[src/rtl/bla_serial_sub_if.sv]
// bla_serial_sub_if: start/done bus of the serial subtractor.
//   master : drives start, a, b, bin; observes ready, busy, done, diff, bout
//   slave  : the subtractor side
// With SUB_FLAGS_EN defined the result also carries the zero and ovf flags.
//
// Handshake: an operation is accepted on a rising clk edge where start=1 and
// ready=1. ready is high only while idle. Outside that edge start is ignored.
// The result on diff/bout (and the flags) is valid while done=1. done is a
// single-cycle pulse, and the result holds until the next completion.
interface bla_serial_sub_if #(
  parameter int WIDTH = 16
);
  logic             start;
  logic [WIDTH-1:0] a;
  logic [WIDTH-1:0] b;
  logic             bin;
  logic             ready;
  logic             busy;
  logic             done;
  logic [WIDTH-1:0] diff;
  logic             bout;
`ifdef SUB_FLAGS_EN
  logic             zero;
  logic             ovf;

  modport master (output start, a, b, bin,
                  input  ready, busy, done, diff, bout, zero, ovf);
  modport slave  (input  start, a, b, bin,
                  output ready, busy, done, diff, bout, zero, ovf);
`else
  modport master (output start, a, b, bin,
                  input  ready, busy, done, diff, bout);
  modport slave  (input  start, a, b, bin,
                  output ready, busy, done, diff, bout);
`endif
endinterface

[src/rtl/bla_serial_sub.sv]
// bla_serial_sub: iterative WIDTH-bit subtractor, diff = a - b - bin.
// One 4-bit borrow-lookahead slice is evaluated per clock, LSB slice first.
// The borrow passes from one slice to the next through a register.
// The optional SUB_FLAGS_EN macro adds the registered zero/ovf flags.
//
// Ports:
//   clk       rising-edge clock
//   rst_n     synchronous active-low reset
//   bus       bla_serial_sub_if.slave (start, a, b, bin / ready, busy,
//             done, diff, bout [, zero, ovf])
//   dbg_state current FSM state (0=IDLE, 1=RUN, 2=DONE) for observation
//
// Timing: IDLE -> RUN for exactly N=WIDTH/4 cycles -> DONE for one cycle ->
// IDLE. One operation completes every N+2 cycles.
module bla_serial_sub #(
  parameter int WIDTH = 16
) (
  input  logic               clk,
  input  logic               rst_n,
  bla_serial_sub_if.slave    bus,
  output logic [1:0]         dbg_state
);
  localparam int N    = WIDTH / 4;
  localparam int IDXW = (N > 1) ? $clog2(N) : 1;

  typedef enum logic [1:0] {
    IDLE = 2'd0,
    RUN  = 2'd1,
    DONE = 2'd2
  } state_t;

  state_t state, state_nxt;

  // The operands shift right by one slice per RUN cycle, so the active slice
  // always sits in bits [3:0]. The result fills from the top, and after N
  // cycles slice 0 has reached the bottom.
  logic [WIDTH-1:0] op_a, op_b, res;
  logic             br;
  logic [IDXW-1:0]  idx;
  logic             msb_a, msb_b;
  logic [WIDTH-1:0] diff_r;
  logic             bout_r;
`ifdef SUB_FLAGS_EN
  logic             zero_r, ovf_r;
`endif

  logic             ready_c, busy_c, done_c;
  logic             last_slice;

  assign last_slice = (idx == IDXW'(N - 1));

  // ---------------- FSM ----------------
  always_ff @(posedge clk) begin
    if (!rst_n) state <= IDLE;
    else        state <= state_nxt;
  end

  always_comb begin
    state_nxt = state;
    ready_c   = 1'b0;
    busy_c    = 1'b0;
    done_c    = 1'b0;
    case (state)
      IDLE: begin
        ready_c = 1'b1;
        if (bus.start) state_nxt = RUN;
      end
      RUN: begin
        busy_c = 1'b1;
        if (last_slice) state_nxt = DONE;
      end
      DONE: begin
        done_c    = 1'b1;
        state_nxt = IDLE;
      end
      default: state_nxt = IDLE;
    endcase
  end

  // ---------------- 4-bit borrow-lookahead slice ----------------
  logic [3:0] sa, sb, g, p, d;
  logic       br1, br2, br3, br4;

  always_comb begin
    sa = op_a[3:0];
    sb = op_b[3:0];
    g  = ~sa & sb;       // this bit borrows on its own
    p  = ~(sa ^ sb);     // this bit passes an incoming borrow through
    br1 = g[0] | (p[0] & br);
    br2 = g[1] | (p[1] & g[0]) | (p[1] & p[0] & br);
    br3 = g[2] | (p[2] & g[1]) | (p[2] & p[1] & g[0]) |
          (p[2] & p[1] & p[0] & br);
    br4 = g[3] | (p[3] & g[2]) | (p[3] & p[2] & g[1]) |
          (p[3] & p[2] & p[1] & g[0]) | (p[3] & p[2] & p[1] & p[0] & br);
    d   = sa ^ sb ^ {br3, br2, br1, br};
  end

  // Shift the new slice in at the top. Building the value this way keeps
  // the expression legal when WIDTH = 4.
  logic [WIDTH+3:0] res_cat;
  logic [WIDTH-1:0] res_nxt;
  assign res_cat = {d, res};
  assign res_nxt = res_cat[WIDTH+3:4];

  // ---------------- datapath ----------------
  always_ff @(posedge clk) begin
    if (!rst_n) begin
      op_a   <= '0;
      op_b   <= '0;
      res    <= '0;
      br     <= 1'b0;
      idx    <= '0;
      msb_a  <= 1'b0;
      msb_b  <= 1'b0;
      diff_r <= '0;
      bout_r <= 1'b0;
`ifdef SUB_FLAGS_EN
      zero_r <= 1'b0;
      ovf_r  <= 1'b0;
`endif
    end else begin
      case (state)
        IDLE: begin
          if (bus.start) begin
            op_a  <= bus.a;
            op_b  <= bus.b;
            br    <= bus.bin;
            res   <= '0;
            idx   <= '0;
            msb_a <= bus.a[WIDTH-1];
            msb_b <= bus.b[WIDTH-1];
          end
        end
        RUN: begin
          op_a <= op_a >> 4;
          op_b <= op_b >> 4;
          br   <= br4;
          res  <= res_nxt;
          idx  <= idx + IDXW'(1);
          // diff/bout change only here, as the FSM moves into DONE.
          if (last_slice) begin
            diff_r <= res_nxt;
            bout_r <= br4;
`ifdef SUB_FLAGS_EN
            zero_r <= (res_nxt == '0);
            ovf_r  <= (msb_a != msb_b) && (res_nxt[WIDTH-1] != msb_a);
`endif
          end
        end
        default: ;
      endcase
    end
  end

  assign bus.ready = ready_c;
  assign bus.busy  = busy_c;
  assign bus.done  = done_c;
  assign bus.diff  = diff_r;
  assign bus.bout  = bout_r;
`ifdef SUB_FLAGS_EN
  assign bus.zero  = zero_r;
  assign bus.ovf   = ovf_r;
`endif
  assign dbg_state = state;
endmodule

[src/flat_wrapper.sv]
// flat-port wrapper written by rule: the top's interface ports become plain ports
module bla_serial_sub_flat 
#(
  parameter int WIDTH = 16
)
  (clk, rst_n, dbg_state, bus_start, bus_a, bus_b, bus_bin, bus_ready, bus_busy, bus_done, bus_diff, bus_bout);
  bla_serial_sub_if #(.WIDTH(WIDTH)) bus_i ();
  input  logic clk;
  input  logic rst_n;
  output logic [1:0] dbg_state;
  input wire logic [$bits(bus_i.start)-1:0] bus_start;
  input wire logic [$bits(bus_i.a)-1:0] bus_a;
  input wire logic [$bits(bus_i.b)-1:0] bus_b;
  input wire logic [$bits(bus_i.bin)-1:0] bus_bin;
  output wire logic [$bits(bus_i.ready)-1:0] bus_ready;
  output wire logic [$bits(bus_i.busy)-1:0] bus_busy;
  output wire logic [$bits(bus_i.done)-1:0] bus_done;
  output wire logic [$bits(bus_i.diff)-1:0] bus_diff;
  output wire logic [$bits(bus_i.bout)-1:0] bus_bout;
  assign bus_i.start = bus_start;
  assign bus_i.a = bus_a;
  assign bus_i.b = bus_b;
  assign bus_i.bin = bus_bin;
  assign bus_ready = bus_i.ready;
  assign bus_busy = bus_i.busy;
  assign bus_done = bus_i.done;
  assign bus_diff = bus_i.diff;
  assign bus_bout = bus_i.bout;
  bla_serial_sub #(.WIDTH(WIDTH)) u_core (.clk(clk), .rst_n(rst_n), .bus(bus_i), .dbg_state(dbg_state));
endmodule
[config.mk]
export PLATFORM = sky130hd
export DESIGN_NAME = bla_serial_sub_flat
export DESIGN_NICKNAME = d
export VERILOG_FILES = /design/src/rtl/bla_serial_sub_if.sv /design/src/rtl/bla_serial_sub.sv /design/src/flat_wrapper.sv
export SDC_FILE = /design/constraint.sdc
export NUM_CORES = 1
export LEC_CHECK = 0
export ABC_AREA = 1
export BUFFER_PORTS_ARGS = -buffer_cell sky130_fd_sc_hd__buf_2
export CAP_MARGIN = 15
export CORE_MARGIN = 2
export CORE_UTILIZATION = 35
export CTS_BUF_LIST = sky130_fd_sc_hd__clkbuf_16
export DETAILED_ROUTE_END_ITERATION = 8
export PLACE_DENSITY = 0.61
export SYNTH_ARGS = -nofsm -noshare
export SYNTH_HDL_FRONTEND = slang
export SYNTH_SLANG_ARGS = --single-unit
[constraint.sdc]
create_clock -name clk -period 3.7 [get_ports clk]
set_input_delay 0.74 -clock clk [delete_from_list [all_inputs] [get_ports clk]]
set_output_delay 0.74 -clock clk [all_outputs]
set_load 0.01 [all_outputs]
== Yosys cells after proc, flatten, opt, wreduce, memory -nomap -nowiden ==
Index checks and enable logic that the tools add are counted.
Storage, ports and cells
  flip-flop bits (word level): 70
  input bits: 36
  logic and storage cells: 66
Operators by class
  add/sub/neg operators: 1
  equality and inequality tests: 5
  multiplexer cells: 16
  bitwise gates (word level): 31
  reduce and logical (&&, ||, !) cells: 5
Operators with widths (number)
  $pmux W16 S2: 3
  $mux W16: 3
  $and A1 B1 Y1: 16
  $or A1 B1 Y1: 10
  $not A4 Y4: 2
  $pmux W2 S2: 2
  $xor A4 B4 Y4: 2
  $mux W2: 3
  $reduce_and A2 Y1: 3
  $and A4 B4 Y4: 1
  $eq A2 B2 Y1 const B: 2
  $mux W1: 4
  $add A2 B1 Y2 const B: 1
  $eq A2 B1 Y1 const B: 1
  $logic_not A2 Y1: 1
  $ne A2 B1 Y1 const B: 1
  $ne A2 B2 Y1 const B: 1
  $pmux W1 S2: 1
  $reduce_bool A2 Y1: 1

== Longest topological paths before layout ==
  depth in word-level cells: 8
  gate-level depth with buffers: 11

== Worst setup path after synthesis ==
Ideal clock, no wire load.
  path type: register to output
  start: reg u_core.state[0] (netlist: u_core.dbg_state[0])
  end: out bus_busy
  arrival: 0.967 ns
  setup slack: 1.993 ns
  cell stages (with the launch flop): 5
  path through: dfxtp_1 > inv_2 > nor2_4 > buf_4 > buf_4
Between the ends
  cells in the longest elaborated chain, start to end: 2
Ends and longest elaborated chain
  start, declared: RTL line bla_serial_sub.sv:32  | state_t state, state_nxt;
  start signal, assigned: RTL line bla_serial_sub.sv:55  | else state <= state_nxt;
  $eq A2 B1 Y1: RTL line bla_serial_sub.sv:63  | case (state)
  $mux W1: RTL line bla_serial_sub.sv:63
  end, declared: RTL line flat_wrapper.sv:16  | output wire logic [$bits(bus_i.busy)-1:0] bus_busy;
No other way between the ends.

== Worst setup path in the final report ==
Same ends and word-level chain as after synthesis.

==> flow_metrics.env <==
export IMPL_status="finished, final reports clean"
export IMPL_synth_commonest_cells="dfxtp_1 (66), nand2_1 (65), a21oi_1 (48)"
export IMPL_pwr_density_cell_nw_per_um2=553
export IMPL_clk_pin_slew_ns=0.05
export IMPL_max_slew_margin_pct=53.0
export IMPL_ant_nets=0
export IMPL_htree_num_levels=3
export IMPL_root_buffer="clkbuf_16"
export IMPL_cts_sinks=66
export IMPL_globalplace_congestion=0.754
export IMPL_yosysMostFrequentCell="dfxtp_1"
export IMPL_switching_power_uw=473
export IMPL_power_frac_clock_pct=46.5
export IMPL_area_growth_pct=22.6
export IMPL_vias=2391
export IMPL_async_flop_share_pct=0
export IMPL_grt_usage_pct=15.9
export IMPL_synth_area_leaders="dfxtp_1 (49%), nand2_1 (9.1%), a21oi_1 (8.9%)"
export IMPL_die_area_um2=8410
export IMPL_comb_power_share_pct=11.0
export IMPL_hold_viol=0
export IMPL_core_um2=7370
export IMPL_min_path_type="flop to flop"
export IMPL_synth_top_area_share_pct=49.0
export IMPL_finalSetupViolations=0
export IMPL_synthAdderAreaFrac_pct=3.53
export IMPL_synth_edff_count=0
export IMPL_grt_pass1_wl_um=10800
export IMPL_avgSynthCellArea_um2=7.95
export IMPL_n_antenna_cell=0
export IMPL_ys_seq_elements=66
export IMPL_postSynthCellCount=339
export IMPL_fmax_mhz=406
export IMPL_crit_slowest_cell="dfxtp_1"
export IMPL_p_total_mw=1.83
export IMPL_final_max_slew_viol_count=0
export IMPL_seqPwrFrac_pct=42.4
export IMPL_worst_slew_pin_slew_ns=0.705
export IMPL_synth_mux_area_share_pct=0
export IMPL_startpoint="u_core.dbg_state[0]"
export IMPL_ios=58
export IMPL_slowest_delay_ns=0.43
export IMPL_rsz0062_at_grt="no"
export IMPL_intPower_mw=1.35
export IMPL_path_cells="inv_2 > nor2_4 > buf_4 > buf_2"
export IMPL_worstRegToRegCells=7
export IMPL_antenna_found_initial=0
export IMPL_maxCapViolCount=0
export IMPL_syn_area_um2=2690
export IMPL_path_class="flop to primary output"
export IMPL_fin_skew_ns=0.00574
export IMPL_start_kind="flop"
export IMPL_synth_simple_gate_area_share_pct=17.6
export IMPL_crit_required_ns=2.96
export IMPL_setup_total_negative_slack_ns=0
export IMPL_vias_per_cell=4.88
export IMPL_numCtsBuffers=9
export IMPL_r2r_slack_ns=1.75
export IMPL_syn_nets=382
export IMPL_insertion_delay_ns=0.33
export IMPL_synth_top_family_by_area="compound AO/OA/AOI/OAI gates"
export IMPL_drt_initial_drc_count=84
export IMPL_synth_compound_area_share_pct=22.1
export IMPL_ys_flop_type="dfxtp_1"
export IMPL_critPathArrivalTime_ns=1.72
export IMPL_netSwitchingFraction_pct=25.9
export IMPL_p_leak_nw=1.46
export IMPL_wirelength_um=6240
export IMPL_worstPathMaxFanout=38
export IMPL_grt_pass1_vias=2284
export IMPL_synth_xor_area_share_pct=0.325
export IMPL_yosysTopAreaCell="dfxtp_1"
export IMPL_post_cts_buffers=0
export IMPL_grt_max_degree=54
export IMPL_dpl_hpwl_um=4200
export IMPL_yosysSeqAreaShare_pct=49.0
export IMPL_die_height_um=91.7
export IMPL_avgRoutedWirePerCell_um=12.7
export IMPL_start_util_pct=36.6
export IMPL_grt_ovfl_total=0
export IMPL_crit_end="bus_busy"
export IMPL_rr_startpoint="u_core.dbg_state[0]"
export IMPL_num_fill_cells=773
export IMPL_cts_resized_gates=0
export IMPL_cts_hold_buf=0
export IMPL_die_w_um=91.7
export IMPL_drcViolationCount=0
export IMPL_num_rows=31
export IMPL_io_buffers=57
export IMPL_tritoncts="built"
export IMPL_clockBufferDepth=2
export IMPL_num_nets_final=429
export IMPL_fin_crit_ns=2.46
export IMPL_ir_drop_mv=0.312
export IMPL_drive_gt1_share_pct=22.0
export IMPL_ys_warn_count=0
export IMPL_ys_types=22
export IMPL_cp_end_kind="primary output"
export IMPL_r2r_end="u_core.res[14]"
export IMPL_post_route_period_util_pct=66.5
export IMPL_drt_pre_antenna_iters=4
critical path, delay by kind of cell, from the launching register on:
family	cells	cell delay, ns
flops	1	0.43
simple gates	1	0.16
buf+inv	3	0.81
area by class of cell:
type	count	area (µm²)	share of cell area [%]
tap	99	124	3.75
sequential	66	1320	40.0
clock buffer	9	225	6.82
multi-input combinational	228	1170	35.5
clock inverter	7	76.3	2.31
timing repair buffer	59	300	9.09
inverter	22	82.6	2.50
power groups by stage:
stage | Combinational [mW] | Sequential [mW] | Clock (mW)
3_5_place_dp | 0.201 | 0.790 | 0
5_1_grt | 0.233 | 0.781 | 0.899
4_1_cts | 0.204 | 0.775 | 0.867
6_report | 0.202 | 0.775 | 0.850
2_1_floorplan | 0.153 | 0.785 | 0
3_3_place_gp | 0.200 | 0.789 | 0
placed cells by master, fill, tap and decap left out, types with 3 or more instances in the layout:
cell / synthesis / layout
dfxtp_1: 66 / 66
nand2_1: 65 / 65
buf_2: 7 / 57
a21oi_1: 48 / 48
o22ai_1: 24 / 24
nand3_1: 24 / 24
o21ai_0: 18 / 18
inv_1: 17 / 17
o21ai_1: 16 / 16
nor2_1: 15 / 15
clkbuf_16: 0 / 9
ha_1: 6 / 6
inv_2: 5 / 5
o21a_1: 3 / 3
worst min-delay path by stage:
stage / startpoint / endpoint / slack, ns / depth (start not counted)
after global routing: u_core.idx[0] / u_core.idx[0] / 0.48 / 1
after detailed placement: u_core.idx[0] / u_core.idx[0] / 0.46 / 1
after global placement: u_core.idx[0] / u_core.idx[0] / 0.45 / 1
final: u_core.idx[1] / u_core.idx[1] / 0.46 / 2
after floorplan: u_core.idx[0] / u_core.idx[0] / 0.43 / 1
after CTS: u_core.res[5] / u_core.res[5] / 0.47 / 2
metal layers:
metal	vias up	global-route usage (%)	part of all wire, %
met5	-	0	0
met4	0	5.97	1.5
met3	7	5.09	7.0
met2	71	24.6	45
met1	1065	20.8	46
li1	1248	-	-
stage by stage:
step	area [µm²]	cells	utilization [%]	worst slack, ns	hold slack, ns
final	3300	490	44.8	1.24	0.462
after global routing	3300	490	44.8	1.08	0.480
after CTS	3300	490	44.8	1.23	0.467
after detailed placement	3000	474	40.7	1.60	0.456
after global placement	3000	474	40.7	1.62	0.449
after floorplan	2690	339	-	1.99	0.429
flip-flops by register name, summed over array words and instances, names as in the netlist:
register,flops
u_core.bus.diff,16
u_core.op_a,16
u_core.op_b,16
u_core.res,12
u_core.dbg_state,2
u_core.idx,2
u_core.br,1
u_core.bus.bout,1
logic make-up after synthesis:
group / after synthesis
flops: 66
simple gates: 110
buf+inv: 45
fa+ha+maj: 7
xor+xnor: 1
compound gates: 110
No activity file was read; power rests on OpenSTA's default activity.
